<file path="src/rtl/uart_link_ctrl.sv">
// Frame controller for the game-link UART: round-robin TX framing (5-byte frames, ack one cycle after the last write)
// and RX frame hunt/check (rx_valid one cycle after CHK pop); tx_full stalls TX byte-for-byte, RX pops whenever data is present.
module uart_link_ctrl #(
  parameter logic [7:0]  SYNC_BYTE      = 8'hA5,
  parameter logic [7:0]  ID_SCORE       = 8'h01,
  parameter logic [7:0]  ID_PADDLE      = 8'h02,
  parameter int unsigned TIMEOUT_CYCLES = 1000000
) (
  input  logic        clk,
  input  logic        reset_n,
  input  logic        req_score,
  input  logic [15:0] score_data,
  output logic        ack_score,
  input  logic        req_paddle,
  input  logic [15:0] paddle_data,
  output logic        ack_paddle,
  input  logic        tx_full,
  output logic        wr_uart,
  output logic [7:0]  wr_data,
  input  logic        rx_empty,
  input  logic [7:0]  rd_data,
  output logic        rd_uart,
  output logic        rx_valid,
  output logic [7:0]  rx_id,
  output logic [15:0] rx_payload,
  output logic [7:0]  err_cnt
);

  localparam int TO_W = $clog2(TIMEOUT_CYCLES);
  localparam logic [TO_W-1:0] TO_LAST = TO_W'(TIMEOUT_CYCLES - 1);

  typedef enum logic [1:0] {TX_IDLE, TX_SEND, TX_DONE} tx_state_t;
  typedef enum logic [2:0] {RX_HUNT, RX_GET_ID, RX_GET_D0, RX_GET_D1, RX_GET_CHK} rx_state_t;

  tx_state_t   r_tx_state, w_tx_nxt;
  logic [2:0]  r_idx;
  logic [7:0]  r_tx_id;
  logic [15:0] r_tx_data;
  logic        r_gnt_pad;
  logic        r_pref_pad;
  logic        w_grant, w_grant_pad, w_wr;
  logic [7:0]  w_byte;

  always_comb begin
    w_tx_nxt    = r_tx_state;
    w_grant     = 1'b0;
    w_grant_pad = 1'b0;
    w_wr        = 1'b0;
    case (r_tx_state)
      TX_IDLE: begin
        if (req_score || req_paddle) begin
          w_grant     = 1'b1;
          w_grant_pad = req_paddle && (!req_score || r_pref_pad);
          w_tx_nxt    = TX_SEND;
        end
      end
      TX_SEND: begin
        if (!tx_full) begin
          w_wr = 1'b1;
          if (r_idx == 3'd4) w_tx_nxt = TX_DONE;
        end
      end
      default: w_tx_nxt = TX_IDLE;
    endcase
  end

  always_comb begin
    w_byte = 8'h00;
    case (r_idx)
      3'd0:    w_byte = SYNC_BYTE;
      3'd1:    w_byte = r_tx_id;
      3'd2:    w_byte = r_tx_data[15:8];
      3'd3:    w_byte = r_tx_data[7:0];
      default: w_byte = r_tx_id ^ r_tx_data[15:8] ^ r_tx_data[7:0];
    endcase
  end

  assign wr_uart    = w_wr;
  assign wr_data    = w_wr ? w_byte : 8'h00;
  assign ack_score  = (r_tx_state == TX_DONE) && !r_gnt_pad;
  assign ack_paddle = (r_tx_state == TX_DONE) && r_gnt_pad;

  always_ff @(posedge clk or negedge reset_n) begin
    if (!reset_n) begin
      r_tx_state <= TX_IDLE;
      r_idx      <= 3'd0;
      r_tx_id    <= 8'h00;
      r_tx_data  <= 16'h0000;
      r_gnt_pad  <= 1'b0;
      r_pref_pad <= 1'b0;
    end else begin
      r_tx_state <= w_tx_nxt;
      if (w_grant) begin
        r_gnt_pad <= w_grant_pad;
        r_tx_id   <= w_grant_pad ? ID_PADDLE : ID_SCORE;
        r_tx_data <= w_grant_pad ? paddle_data : score_data;
        r_idx     <= 3'd0;
      end else if (w_wr) begin
        r_idx <= r_idx + 3'd1;
      end
      // Next tie goes to whoever was not just served.
      if (r_tx_state == TX_DONE) r_pref_pad <= !r_gnt_pad;
    end
  end

  rx_state_t       r_rx_state, w_rx_nxt;
  logic [7:0]      r_fid, r_d0, r_d1;
  logic [TO_W-1:0] r_to_cnt;
  logic [7:0]      r_err_cnt;
  logic            r_rx_valid;
  logic [7:0]      r_rx_id;
  logic [15:0]     r_rx_payload;
  logic            w_pop, w_chk_ok, w_chk_bad, w_timeout;

  // Gated by reset so the pop strobe is also low while the block is held in reset.
  assign w_pop = reset_n && !rx_empty;

  always_comb begin
    w_rx_nxt  = r_rx_state;
    w_chk_ok  = 1'b0;
    w_chk_bad = 1'b0;
    w_timeout = 1'b0;
    if (r_rx_state == RX_HUNT) begin
      if (w_pop && rd_data == SYNC_BYTE) w_rx_nxt = RX_GET_ID;
    end else if (w_pop) begin
      case (r_rx_state)
        RX_GET_ID: w_rx_nxt = RX_GET_D0;
        RX_GET_D0: w_rx_nxt = RX_GET_D1;
        RX_GET_D1: w_rx_nxt = RX_GET_CHK;
        default: begin
          w_rx_nxt = RX_HUNT;
          if (rd_data == (r_fid ^ r_d0 ^ r_d1)) w_chk_ok  = 1'b1;
          else                                  w_chk_bad = 1'b1;
        end
      endcase
    end else if (r_to_cnt == TO_LAST) begin
      w_timeout = 1'b1;
      w_rx_nxt  = RX_HUNT;
    end
  end

  always_ff @(posedge clk or negedge reset_n) begin
    if (!reset_n) begin
      r_rx_state   <= RX_HUNT;
      r_fid        <= 8'h00;
      r_d0         <= 8'h00;
      r_d1         <= 8'h00;
      r_to_cnt     <= '0;
      r_err_cnt    <= 8'h00;
      r_rx_valid   <= 1'b0;
      r_rx_id      <= 8'h00;
      r_rx_payload <= 16'h0000;
    end else begin
      r_rx_state <= w_rx_nxt;
      r_rx_valid <= w_chk_ok;
      if (w_chk_ok) begin
        r_rx_id      <= r_fid;
        r_rx_payload <= {r_d0, r_d1};
      end
      if (w_pop) begin
        case (r_rx_state)
          RX_GET_ID: r_fid <= rd_data;
          RX_GET_D0: r_d0  <= rd_data;
          RX_GET_D1: r_d1  <= rd_data;
          default:   ;
        endcase
      end
      if (w_pop || w_timeout || r_rx_state == RX_HUNT) r_to_cnt <= '0;
      else                                             r_to_cnt <= r_to_cnt + 1'b1;
      if ((w_chk_bad || w_timeout) && r_err_cnt != 8'hFF) r_err_cnt <= r_err_cnt + 8'd1;
    end
  end

  assign rd_uart    = w_pop;
  assign rx_valid   = r_rx_valid;
  assign rx_id      = r_rx_id;
  assign rx_payload = r_rx_payload;
  assign err_cnt    = r_err_cnt;

endmodule

</file>
<file path="config.mk">
export PLATFORM = sky130hd
export DESIGN_NAME = uart_link_ctrl
export DESIGN_NICKNAME = d
export VERILOG_FILES = /design/src/rtl/uart_link_ctrl.sv
export SDC_FILE = /design/constraint.sdc
export NUM_CORES = 1
export LEC_CHECK = 0
export ABC_AREA = 0
export CAP_MARGIN = 20
export CORE_UTILIZATION = 57
export DETAILED_ROUTE_END_ITERATION = 7
export DONT_BUFFER_PORTS = 1
export HOLD_SLACK_MARGIN = 0.02
export PLACE_DENSITY = 0.74
export SLEW_MARGIN = 5
export SYNTH_ARGS = -nofsm -noshare
export SYNTH_HDL_FRONTEND = slang
export SYNTH_SLANG_ARGS = --single-unit
</file>
<file path="constraint.sdc">
create_clock -name clk -period 1.91 [get_ports clk]
set_input_delay 0.382 -clock clk [delete_from_list [all_inputs] [get_ports clk]]
set_output_delay 0.382 -clock clk [all_outputs]
set_load 0.005 [all_outputs]
</file>
# After elaboration in Yosys (flattened, before gate mapping)
# Cells that the tools add are included.
# Widths: inputs -> output; s select.
dict set report classes {
  add_sub_neg 3
  n_eq_ne 17
  mux 33
  bitwise_logic 4
  reduce_logical 25
}
# operator n
set op_table {}
lappend op_table {{$pmux 8 s4} 1}
lappend op_table {{$xor 8x8->8} 4}
lappend op_table {{$add 20x1->20 const B} 1}
lappend op_table {{$eq 20x20->1 const B} 1}
lappend op_table {{$mux 20} 1}
lappend op_table {{$mux 3} 6}
lappend op_table {{$mux 1} 17}
lappend op_table {{$mux 16} 1}
lappend op_table {{$eq 3x2->1 const B} 4}
lappend op_table {{$pmux 3 s3} 1}
lappend op_table {{$add 8x1->8 const B} 1}
lappend op_table {{$eq 8x8->1} 1}
lappend op_table {{$eq 8x8->1 const B} 1}
lappend op_table {{$mux 2} 4}
lappend op_table {{$mux 8} 1}
lappend op_table {{$ne 8x8->1 const B} 1}
lappend op_table {{$reduce_and 2->1} 4}
lappend op_table {{$eq 3x1->1 const B} 2}
lappend op_table {{$logic_and 1x1->1} 6}
lappend op_table {{$logic_not 3->1} 2}
lappend op_table {{$ne 2x2->1 const B} 3}
lappend op_table {{$logic_or 1x1->1} 5}
lappend op_table {{$pmux 2 s2} 1}
lappend op_table {{$add 3x1->3 const B} 1}
lappend op_table {{10 further kinds} 12}
dict set report totals {
  ff_bits 111
  inputBits 46
  out_inout_bits 45
  word_cells 97
}

# Depth between registers and ports, before layout
# Gate-level depths: netlist of run 1.
dict set report logic_depth {
  word_depth 9
  depth_mapped 8
  mapped_depth_nobuf 8
}

# Worst setup path after synthesis of run 1
# OpenSTA, ideal clock, no wires.
dict set report synth_timing {
  kind {flip-flop to output port}
  start {register r_idx[0]}
  end {output port wr_data[2]}
  t_arrival_ns 1.652
  t_required_ns 1.528
  path_slack_ns -0.124
  stages_incl_launch_ff 8
  path_buffers 1
  path_cell_list {dfrtp_1 -> ha_1 -> ha_1 -> buf_1 -> nor2_1 -> a21o_1 -> a221oi_1 -> a211oi_1}
}
dict set report synth_via {
  elab_chain_len 3
  word_cells_on_any_way 6
  cone_classes {eq/ne (3); mux (2); reduce/logical (1)}
}
# element line
set synth_rtl {}
lappend synth_rtl {{start, declared} 36} ;# logic [2:0] r_idx;
lappend synth_rtl {{start signal, assigned} 99} ;# r_idx <= r_idx + 3'd1;
lappend synth_rtl {{$eq 3x2->1, or another cell as far along} 69} ;# case (r_idx)
lappend synth_rtl {{$pmux 8 s4 *} 69}
lappend synth_rtl {{$mux 8 *} 79} ;# assign wr_data = w_wr ? w_byte : 8'h00;
lappend synth_rtl {{end, declared} 19} ;# output logic [7:0] wr_data,
# Every way passes the cells marked *; elsewhere a longest branch is shown, timed or not.

# Worst setup path after layout of run 1
dict set report layout_timing {
  start {register r_idx[1]}
  end {output port wr_data[5]}
}
# Same word-level chain as after synthesis.

==> impl_metrics.yaml, run 1 <==
setup_path:
  timing.rr.end: "rx_id[3]"
  path_common_cell: "buf_4"
  ff2ff_setup_slack_ns: -0.45
  cp_max_fo: 4
  endpoint_kind: "output port"
  r2r-start: "r_d1[7]"
  critPathKind: "reg -> out"
  cpLargestDelayFamily: "compound AO/OA/AOI/OAI gates"
  slowest_stage: "dfrtp_1"
  path_buf_inv: 2
  crit_required_ns: 1.53
  worstSetupStartpointType: "flip-flop"
  critPathMaxStageDelay_ns: 0.43
  reg2reg_depth: 9
  worstPathCellList: "buf_4 -> ha_4 -> nor3_4 -> nor2_4 -> nor2_2 -> a21o_1 -> a221oi_2 -> a211oi_2 -> buf_4"
  crit_arrival_ns: 2.03
synth:
  yosysUniqueCellTypes: 42
  syn_area_per_cell_um2: 11.2
  ys_warn_count: 0
  synth-seq-cells: 104
  synth_area_um2: 5030
  synth-async-reset-ratio: 1.00
  synth-edff-count: 0
  syn-instance-count: 447
  synth_ff_type: "dfrtp_1"
  syn-num-nets: 500
  yosysSeqAreaShare: 0.518
route:
  drt_iter0_drc: 147
  routedWlPerCell_um: 18.4
  via_count: 3651
  routed_via_density: 5.79
  drc_errors: 0
  finalWirelength_um: 11600
  dr.pass1.iters: 4
  drtAntennaViolNets: 0
grt:
  grt_pass1_vias: 3726
  antenna_found_initial: 1
  track_usage: 0.256
  grt_first_pass_wirelength_um: 17700
  grt_max_degree: 106
  overflow: 0
layout:
  seq_area_um2: 2600
  final_layout_size_suffix_gt1_frac: 0.379
  fin_cells: 631
  areaGrowthSynthToFinish_pct: 25.1
  finalInstanceArea_um2: 6290
  final_net_count: 573
  n_fill_cell: 526
  multiInputGateArea_um2: 2670
timing:
  final-setup-viol-count: 41
  whs_ns: -0.326
  fin_crit_sh: 1.26
  fin_ws_ns: -0.506
  max_freq_mhz: 414
  worstMarginPinSlew_ns: 0.392
  drv_slew: 0
  rsz0062_at_grt: "yes"
  relSlewSlack: 0.735
  hold_violations: 104
  skew_ns: 0.0215
  min_period_ns: 2.42
place:
  place_congestion: 0.847
  post-place-ws_ns: -0.300
  postPlaceCellArea_um2: 5580
  dpl.hpwl_um: 7120
  port_buffers: 0
  dp.cells: 599
cts:
  clk_latency_ns: 0.38
  cts.sinks: 104
  cts_buffers: 9
  cts-htree-levels: 3
  clkTransAtPathRegs_ns: 0.12
  cts_root_buf: "clkbuf_8"
  clock_path_buffers: 2
  cts_tree: "done"
status:
  status: "complete, but fails checks"
  violations: "hold timing, setup timing"
power_and_ir_drop:
  vdd_drop_max_mv: 0.729
  power_per_cell_area_nw_per_um2: 1320
  total_leakage_power_nw: 2.98
  finalPower_mw: 8.27
floorplan:
  start_util: 0.600
  dieWidth_um: 95.9
  core_area_um2: 8380
  fp.dieH_um: 95.9
  die-area_um2: 9200
  io_pins: 91
  row_count: 33
worst_hold_path:
  min_path_type: "in -> async"
run:
  max_cap_viol_count: 0
## worst register-to-register path: stages, from the launching register on
cell	delay (ns)
dfrtp_1	0.43
xnor2_2	0.17
xnor2_1	0.15
nor4_2	0.34
buf_4	0.20
nand2_4	0.06
nor3_4	0.29
buf_6	0.18
buf_8	0.14
mux2_4	0.30
## synthesized netlist by cell type (all sizes together), types with 2 or more instances
| cell | instances | share of area |
|---|---|---|
| and3 | 7 | 0.0087 |
| dfrtp | 104 | 0.52 |
| o21a | 6 | 0.0090 |
| or2 | 3 | 0.0037 |
| o21bai | 2 | 0.0030 |
| buf | 5 | 0.0070 |
| nor4 | 5 | 0.0075 |
| o21ai | 10 | 0.010 |
| a211oi | 4 | 0.0060 |
| xor2 | 23 | 0.040 |
| nand2b | 4 | 0.0050 |
| nand2 | 17 | 0.013 |
| and4 | 2 | 0.0035 |
| clkbuf | 10 | 0.0075 |
| nor4bb | 4 | 0.0080 |
| o22a | 4 | 0.0080 |
| nor2 | 60 | 0.045 |
| nand3 | 13 | 0.013 |
| xnor2 | 27 | 0.047 |
| ha | 7 | 0.017 |
| a31oi | 2 | 0.0025 |
| mux2i | 16 | 0.032 |
| nor3 | 6 | 0.0082 |
| nand4 | 5 | 0.0062 |
| a221oi | 4 | 0.0070 |
| inv | 11 | 0.0082 |
| mux2 | 51 | 0.11 |
| a21oi | 25 | 0.025 |
## power by group
group	internal [mW]	switching [mW]	total, mW
registers	2.69	0.500	3.19
logic	1.91	1.74	3.65
clock network	0.539	0.891	1.43
## per-layer routing
layer	vias to the layer above	wire length, um	GRT usage
li1	1714	-	-
met2	103	5850	0.439
met1	1811	4830	0.313
met5	-	0	0
met4	0	238	0.0871
met3	23	692	0.0671
## cells by family (layout without fill, tap and decap cells)
logic type / after synthesis / after routing / share of synthesized area
xor gates and xnor gates: 50 / 50 / 0.0871
DFF: 104 / 104 / 0.518
muxes: 67 / 67 / 0.146
buffers and inverters: 26 / 104 / 0.0226
adders and majority gates: 7 / 7 / 0.0174
other: 0 / 1 / 0
AOI/OAI and AO/OA: 64 / 64 / 0.0829
and+or+nand+nor: 129 / 129 / 0.126
## cells in the final DEF (no fill, tap or decap), types with 6 or more instances in the layout
master / count
xnor2_2: 7
o21a_1: 6
mux2_2: 25
dfrtp_1: 103
clkbuf_8: 9
a21oi_1: 20
mux2i_1: 16
buf_6: 8
and3_1: 7
xor2_1: 22
buf_4: 67
nand3_1: 13
nor2_1: 53
nand2_1: 16
mux2_4: 26
inv_1: 8
xnor2_1: 20
## metrics by stage
| stage | TNS [ns] | utilization |
|---|---|---|
| 2_1_floorplan | -2.25 | - |
| 3_3_place_gp | -8.00 | 0.665 |
| 3_5_place_dp | -8.44 | 0.665 |
| 4_1_cts | -8.74 | 0.735 |
| 5_1_grt | -18.33 | 0.751 |
| 6_report | -14.93 | 0.751 |
## cell type report
cell class | instances | area share
Multi-Input combinational cell | 317 | 0.424
Antenna cell | 1 | 0.000398
Tap cell | 105 | 0.0209
Timing Repair Buffer | 77 | 0.0998
Inverter | 11 | 0.00696
Clock inverter | 7 | 0.0145
Sequential cell | 104 | 0.414
Clock buffer | 9 | 0.0197
## registers in the layout, indices dropped and copies added (netlist names)
register / count
r_rx_state: 3
r_gnt_pad: 1
r_tx_data: 16
r_d0: 8
rx_payload: 16
r_tx_id: 1
err_cnt: 8
r_fid: 8
rx_id: 8
r_d1: 8
r_tx_state: 2
r_pref_pad: 1
r_to_cnt: 20
rx_valid: 1
r_idx: 3
## what timing repair did
| action | 4_1_cts | 5_1_grt |
|---|---|---|
| hold endpoints to repair | 104 | 104 |
| pin swaps | 20 | 18 |
| setup endpoints to repair | 41 | 45 |
| gates cloned | 1 | 1 |
| gates resized for setup | 54 | 47 |
| buffers inserted | 15 | 5 |
## worst max path at each step
stage                     from        endpoint  cells past startpoint
CTS                   r_idx[1]      wr_data[5]                      9
global placement    rd_data[4]        rx_id[4]                      7
global route          r_idx[1]      wr_data[5]                      9
finish                r_idx[1]      wr_data[5]                      9
floorplan           rd_data[4]  rx_payload[10]                      7
detailed placement     r_d1[0]      err_cnt[4]                      7
Note: power is estimated with default switching activity, not from simulation.
==> run 2, diff against run 1 <==
Settings changed: CORE_MARGIN set to 2, CTS_BUF_LIST set to sky130_fd_sc_hd__clkbuf_8 sky130_fd_sc_hd__clkbuf_16.
==> impl_metrics.yaml, run 2 (same netlist as run 1, synthesis figures left out) <==
grt:
  grt_util_met2: 0.407
  antenna_found_initial: 0
  grt_max_degree: 106
  grt.met1_usage: 0.295
  track_usage: 0.239
  grt_use_met3: 0.0795
  grt_pass1_vias: 3869
  grt_first_pass_wirelength_um: 18600
  overflow: 0
  grt_busiest_layer: "met2"
cts:
  cts_tree: "done"
  cts.sinks: 104
  cts_root_buf: "clkbuf_8"
  clkTransAtPathRegs_ns: 0.12
  clock_path_buffers: 2
  clk_latency_ns: 0.38
  cts_buffers: 9
  cts-htree-levels: 3
timing:
  setup_tns_ns: -14.88
  fin_ws_ns: -0.488
  skew_ns: 0.0179
  whs_ns: -0.321
  rsz0062_at_grt: "yes"
  relSlewSlack: 0.694
  drv_slew: 0
  hold_violations: 104
  max_freq_mhz: 417
  fin_crit_sh: 1.26
  final-setup-viol-count: 41
  min_period_ns: 2.40
  worstMarginPinSlew_ns: 0.455
setup_path:
  worstSetupStartpointType: "flip-flop"
  ff2ff_setup_slack_ns: -0.40
  r2r-start: "r_fid[4]"
  cp_max_fo: 4
  path_common_cell: "nor2_2"
  critPathCapture: "wr_data[5]"
  critPathLaunch: "r_idx[0]"
  timing.rr.end: "rx_id[3]"
  crit_required_ns: 1.53
  reg2reg_depth: 8
  crit_arrival_ns: 2.02
  worstPathCellList: "inv_4 -> ha_4 -> nor3_4 -> nor2_2 -> nor2_2 -> a21o_1 -> a221oi_2 -> a211oi_2 -> buf_4"
  endpoint_kind: "output port"
  slowest_stage: "dfrtp_2"
  critPathMaxStageDelay_ns: 0.47
  critPathKind: "reg -> out"
place:
  port_buffers: 0
  dpl.hpwl_um: 7300
  place_congestion: 0.834
  dp.cells: 608
  post-place-ws_ns: -0.284
power_and_ir_drop:
  power_per_cell_area_nw_per_um2: 1320
  total_leakage_power_nw: 3.11
  swShare: 0.381
  intPower_mw: 5.30
  combPwrFrac: 0.463
  clockPowerShare: 0.163
  p_switching_mw: 3.27
  vdd_drop_max_mv: 0.702
  p_seq_frac: 0.374
route:
  drt_iter0_drc: 202
  drc_errors: 0
  via_count: 3750
  drtAntennaViolNets: 0
  dr.pass1.iters: 4
  routedWlPerCell_um: 19.0
  routed_via_density: 5.81
  finalWirelength_um: 12300
floorplan:
  die-area_um2: 9590
  row_count: 34
  start_util: 0.582
  core_area_um2: 8640
  fp.dieH_um: 97.9
  dieWidth_um: 97.9
  io_pins: 91
layout:
  fin_cells: 645
  multiInputGateArea_um2: 2730
  num_antenna_cells: 0
  final_layout_size_suffix_gt1_frac: 0.404
  areaGrowthSynthToFinish_pct: 29.2
  final_net_count: 585
  n_fill_cell: 539
  seq_area_um2: 2610
  largest_reg_flops: 20
  final_common_cell: "dfrtp_1"
  layout_common_cells: "dfrtp_1 (102), buf_4 (73), nor2_1 (53), mux2_4 (27), mux2_2 (24)"
  top_register: "r_to_cnt"
worst_hold_path:
  min_path_type: "in -> async"
status:
  status: "complete, but fails checks"
  violations: "hold timing, setup timing"
run:
  max_cap_viol_count: 0
run 2: timing repair:
item,in CTS,in global routing
gates resized for setup,58,53
setup buffers,13,10
endpoints found under the hold margin,104,104
setup endpoints to repair,41,42
pin swaps,29,23
cloned,1,1
run 2: cell type report:
| cell class | count | share of cell area |
|---|---|---|
| Clock buffer | 9 | 0.0191 |
| Clock inverter | 7 | 0.0129 |
| Inverter | 11 | 0.00712 |
| Multi-Input combinational cell | 317 | 0.420 |
| Sequential cell | 104 | 0.401 |
| Tap cell | 108 | 0.0208 |
| Timing Repair Buffer | 89 | 0.120 |
run 2: layer usage:
| layer | share of wire | vias to the layer above | wire length [um] |
|---|---|---|---|
| met4 | 0.020 | 0 | 249 |
| met1 | 0.40 | 1903 | 4860 |
| li1 | - | 1722 | - |
| met5 | 0 | - | 0 |
| met3 | 0.062 | 16 | 763 |
| met2 | 0.52 | 109 | 6420 |
run 2: worst min-delay path by stage:
stage / endpoint / slack, ns / depth (start not counted)
final: r_to_cnt[12] / -0.32 / 0
after global routing: rx_id[4] / -0.34 / 0
after CTS: rx_payload[9] / -0.33 / 0
after detailed placement: err_cnt[5] / 0.09 / 0
after global placement: err_cnt[0] / 0.09 / 0
after floorplan: err_cnt[0] / 0.09 / 0
run 2: stage by stage:
stage	util	cell area (um2)	total power, mW
5_1_grt	0.753	6500	9.03
6_report	0.753	6500	8.57
2_1_floorplan	-	5040	4.90
3_5_place_dp	0.653	5640	6.05
3_3_place_gp	0.653	5640	5.90
4_1_cts	0.717	6190	7.93
run 2: worst max-delay path, delay by kind of cell, from the launching register on:
| family | cells | cell delay (ns) |
|---|---|---|
| DFF | 1 | 0.47 |
| AOI/OAI and AO/OA | 3 | 0.44 |
| and+or+nand+nor | 3 | 0.37 |
| buffers and inverters | 2 | 0.22 |
| adders and majority gates | 1 | 0.17 |
run 2: power by group through the flow:
stage / clock network, mW / registers [mW] / logic, mW
after floorplan: 0 / 3.05 / 1.85
after global placement: 0 / 3.10 / 2.80
after detailed placement: 0 / 3.12 / 2.93
after CTS: 1.42 / 3.13 / 3.38
after global routing: 1.50 / 3.26 / 4.27
final: 1.40 / 3.20 / 3.97
